[src/rtl/child_event_collector.sv]
// child_event_collector: round-robin merge of child events into a tagged FIFO stream
module child_event_collector #(
  parameter int NUM_CHILD = 15,
  parameter int DATA_W = 8,
  parameter int DEPTH = 4
) (
  input  logic                          clk,
  input  logic                          rst,
  input  logic [NUM_CHILD-1:0]          child_valid,
  input  logic [NUM_CHILD*DATA_W-1:0]   child_data,
  output logic [NUM_CHILD-1:0]          child_ready,
  output logic                          out_valid,
  input  logic                          out_ready,
  output logic [3:0]                    out_id,
  output logic [DATA_W-1:0]             out_data,
  output logic [15:0]                   event_count
);
  localparam int AW = $clog2(DEPTH);
  logic [DATA_W+3:0] mem [DEPTH];
  logic [AW:0] wptr, rptr;
  logic [3:0] ptr, grant;
  logic [4:0] sum, idx;
  logic found, full, empty, push, pop;
  assign full = (wptr - rptr) == (AW+1)'(DEPTH);
  assign empty = wptr == rptr;
  always_comb begin
    found = 1'b0;
    grant = '0;
    sum = '0;
    idx = '0;
    for (int k = 0; k < NUM_CHILD; k++) begin
      sum = {1'b0, ptr} + 5'(k);
      idx = (sum >= 5'(NUM_CHILD)) ? sum - 5'(NUM_CHILD) : sum;
      if (!found && child_valid[idx[3:0]]) begin
        found = 1'b1;
        grant = idx[3:0];
      end
    end
  end
  assign child_ready = (!rst && !full && found) ? NUM_CHILD'(1) << grant : '0;
  assign push = |child_ready;
  assign out_valid = !empty && !rst;
  assign pop = out_valid && out_ready;
  assign {out_id, out_data} = out_valid ? mem[rptr[AW-1:0]] : '0;
  always_ff @(posedge clk) begin
    if (rst) begin
      wptr <= '0;
      rptr <= '0;
      ptr <= '0;
      event_count <= '0;
    end else begin
      if (push) begin
        mem[wptr[AW-1:0]] <= {grant, child_data[grant*DATA_W +: DATA_W]};
        wptr <= wptr + 1'b1;
        ptr <= (grant == 4'(NUM_CHILD-1)) ? 4'd0 : grant + 4'd1;
        event_count <= event_count + 16'd1;
      end
      if (pop) rptr <= rptr + 1'b1;
    end
  end
endmodule
[config.mk]
export PLATFORM = sky130hd
export DESIGN_NAME = child_event_collector
export DESIGN_NICKNAME = d
export VERILOG_FILES = /design/src/rtl/child_event_collector.sv
export SDC_FILE = /design/constraint.sdc
export NUM_CORES = 1
export LEC_CHECK = 0
export ABC_AREA = 0
export ABC_CLOCK_PERIOD_IN_PS = 16400
export BUFFER_PORTS_ARGS = -buffer_cell sky130_fd_sc_hd__buf_2
export CORE_AREA = 8 8 186 188
export CTS_CLUSTER_SIZE = 28
export DETAILED_ROUTE_END_ITERATION = 10
export DIE_AREA = 0 0 194 196
export GPL_ROUTABILITY_DRIVEN = 0
export SETUP_SLACK_MARGIN = 0.2
export SKIP_CTS_REPAIR_TIMING = 1
export SYNTH_ARGS = -nofsm -noshare
export SYNTH_HDL_FRONTEND = slang
export SYNTH_SLANG_ARGS = --single-unit
[constraint.sdc]
create_clock -name clk -period 16.4 [get_ports clk]
set_clock_uncertainty 0.2 [all_clocks]
set_input_delay 0 -clock clk [delete_from_list [all_inputs] [get_ports clk]]
set_output_delay 0 -clock clk [all_outputs]
set_load 0.01 [all_outputs]
==> results.json <==
{
  "synth_cell_type_count": 114,
  "syn-num-nets": 1589,
  "finalMaxSlewViolations": 0,
  "via_per_inst": 6.41,
  "ys.flop_type": "edfxtp_1",
  "drtPass1Iterations": 6,
  "rsz0062_at_grt": "no",
  "synth_area_mm2": 0.0112,
  "critical_path_class": "reg -> reg",
  "htree_levels": 3,
  "async_flop_share_pct": 0,
  "num_rows": 66,
  "min_period_ns": 8.82,
  "cts_root_buf": "clkbuf_16",
  "syn_avg_cell_area_um2": 7.87,
  "drt_iter0_drc": 1340,
  "layout.nets": 1688,
  "via_count": 12400,
  "synth_warnings": 0,
  "worst_pin_slew_ns": 1.30,
  "setup_violations": 0,
  "drc": 0,
  "hold_class": "in -> reg",
  "ant_nets": 0,
  "grt_pass1_wl_mm": 68.5,
  "hpwl_mm": 32.4,
  "dieArea_mm2": 0.0380,
  "startpoint_type": "flip-flop",
  "wl_per_cell_um": 23.2,
  "required_ns": 16.15,
  "routed_wl_mm": 45.0,
  "port_buffers": 181,
  "numCtsBuffers": 9,
  "netlist_instances": 1427,
  "crit_path_max_incr_delay_ns": 0.98,
  "syn_to_final_growth_pct": 11.4,
  "io_pins": 182,
  "grt_max_degree": 62,
  "fmax_ghz": 0.113,
  "crit_chain": "buf_4 -> buf_4 -> ha_1 -> nand3_1 -> xnor2_1 -> mux4_2 -> mux2i_1 -> nor2_1 -> a211oi_4 -> o211ai_1 -> a2111oi_4 -> nand4_2 -> o32ai_1 -> o21a_2 -> nor2_4 -> inv_2 -> ha_1 -> a31oi_4 -> a21o_1 -> nor2_1",
  "final-hold-violation-count": 0,
  "yosysSeqAreaShare_pct": 17.8,
  "cts_tree": "built",
  "fin_crit_sh_pct": 53.8,
  "clkTransAtPathRegs_ns": 0.06,
  "core_area_mm2": 0.0319,
  "drive_gt1_share_pct": 21.2,
  "drv_cap": 0,
  "slowest_stage": "nor2_1",
  "tns_ns": 0,
  "synth_edf_count": 48,
  "die_width_um": 194,
  "cts_buffer_depth": 2,
  "crit_buf_inv": 3,
  "crit_family": "compound AO/OA/AOI/OAI gates",
  "grt_pass1_vias": 12100,
  "endpoint_kind": "flip-flop",
  "start_util_pct": 35.2,
  "cts_sinks": 76,
  "status": "complete, no violations",
  "crit_fanout": 55,
  "track_usage_pct": 22.3,
  "synth-seq-cells": 76,
  "clkLatencyLatePin_ns": 0.34,
  "antenna_found_initial": 0,
  "overflow": 0,
  "slew_headroom_pct": 13.3,
  "whs_ns": 0.0495,
  "cp.arrival_ns": 8.57,
  "die_h_um": 196
}
==> metrics by stage <==
step | cells | setup WS (ns) | util, % | cell area [um^2]
global placement | 1920 | 8.05 | 38.2 | 12200
CTS | 1936 | 7.74 | 39.1 | 12500
floorplan | 1427 | 8.95 | - | 11200
global route | 1939 | 7.05 | 39.2 | 12500
detailed placement | 1920 | 7.77 | 38.2 | 12200
finish | 1940 | 7.58 | 39.2 | 12500
==> worst register-to-register path, stage by stage, from the launching register on <==
cell       delay [ns]
dfxtp_2          0.31
buf_4            0.32
buf_4            0.62
ha_1             0.45
nand3_1          0.14
xnor2_1          0.57
mux4_2           0.59
mux2i_1          0.16
nor2_1           0.09
a211oi_4         0.38
o211ai_1         0.40
a2111oi_4        0.48
nand4_2          0.39
o32ai_1          0.63
o21a_2           0.33
nor2_4           0.09
inv_2            0.33
ha_1             0.30
a31oi_4          0.12
a21o_1           0.54
nor2_1           0.98
==> registers in the layout, indices dropped and copies added, names as in the netlist, named ones only <==
name	count
mem	48
event_count	16
ptr	4
rptr	3
wptr	3
==> final cells by class <==
cell class	instances	area, um^2
tap	408	510
multi-input combinational	1201	8500
antenna	1	2.50
sequential	76	2010
timing repair buffer	199	1050
fill	3299	19400
clock inverter	5	62.6
inverter	39	146
clock buffer	11	233
==> layout by cell type (no fill, tap or decap), types with 8 or more instances in the layout <==
| master | count |
|---|---|
| o21ai_0 | 89 |
| dfxtp_1 | 25 |
| nand2b_1 | 25 |
| a31o_2 | 8 |
| a311oi_1 | 10 |
| o31ai_1 | 12 |
| buf_2 | 181 |
| o22ai_1 | 15 |
| and2_1 | 37 |
| inv_1 | 33 |
| nand2_1 | 113 |
| a221oi_1 | 9 |
| mux4_2 | 25 |
| edfxtp_1 | 48 |
| a21oi_1 | 99 |
| o211ai_1 | 33 |
| a211o_1 | 15 |
| buf_4 | 15 |
| o2111ai_1 | 11 |
| and3_1 | 13 |
| nor2b_1 | 17 |
| a31oi_1 | 25 |
| nand3_1 | 67 |
| o21a_1 | 13 |
| nand3b_1 | 11 |
| nand4_1 | 17 |
| or2_2 | 16 |
| ha_1 | 24 |
| xnor2_1 | 23 |
| nor3_1 | 34 |
| mux2_2 | 13 |
| clkbuf_16 | 9 |
| a21o_1 | 20 |
| a211oi_1 | 32 |
| nor2_1 | 108 |
| or3_1 | 12 |
| mux2i_1 | 92 |
==> Yosys cell counts (25+ instances only) <==
cell type  count  area, um^2
o211ai_1      33         248
a211oi_1      32         240
edfxtp_1      48        1440
nand2_1      113         424
nand2b_1      25         156
a21oi_1       99         495
dfxtp_1       28         561
o21ai_0       89         445
and2_1        37         231
nor2_1       108         405
clkbuf_1      46         173
mux2i_1       92         921
nand3_1       67         335
buf_2         32         160
mux4_2        25         563
a31oi_1       25         156
nor3_1        34         170
inv_1         33         124
==> cell families (layout without fill, tap and decap cells) <==
| group | Yosys count | in the layout | synth area share [%] |
|---|---|---|---|
| AO/OA/AOI/OAI | 498 | 498 | 31.8 |
| multiplexers | 133 | 133 | 14.8 |
| flip-flops | 76 | 76 | 17.8 |
| adder cells (fa/ha/maj) | 24 | 24 | 2.68 |
| buffers and inverters | 150 | 254 | 6.44 |
| XOR/XNOR | 30 | 30 | 2.68 |
| AND/OR/NAND/NOR | 516 | 516 | 23.8 |
| other | 0 | 1 | 0 |
==> path summary, 6_finish.rpt <==
path / from / to / slack [ns] / cells after the start
max: ptr[0] / mem[3][6] / 7.58 / 20
min: child_data[119] / mem[3][7] / 0.05 / 3
max reg2reg: ptr[0] / mem[3][6] / 7.58 / 20
min reg2reg: event_count[15] / event_count[15] / 0.28 / 2
==> per-layer routing <==
metal	GRT usage, %	part of all wire, %
met4	11.2	4.3
met2	35.6	45
met5	0	0
met1	28.0	40
met3	4.99	11
Power is left out: the tool's default activity adds up to more than one toggle a clock period on the data nets, which glitch-free logic cannot reach.
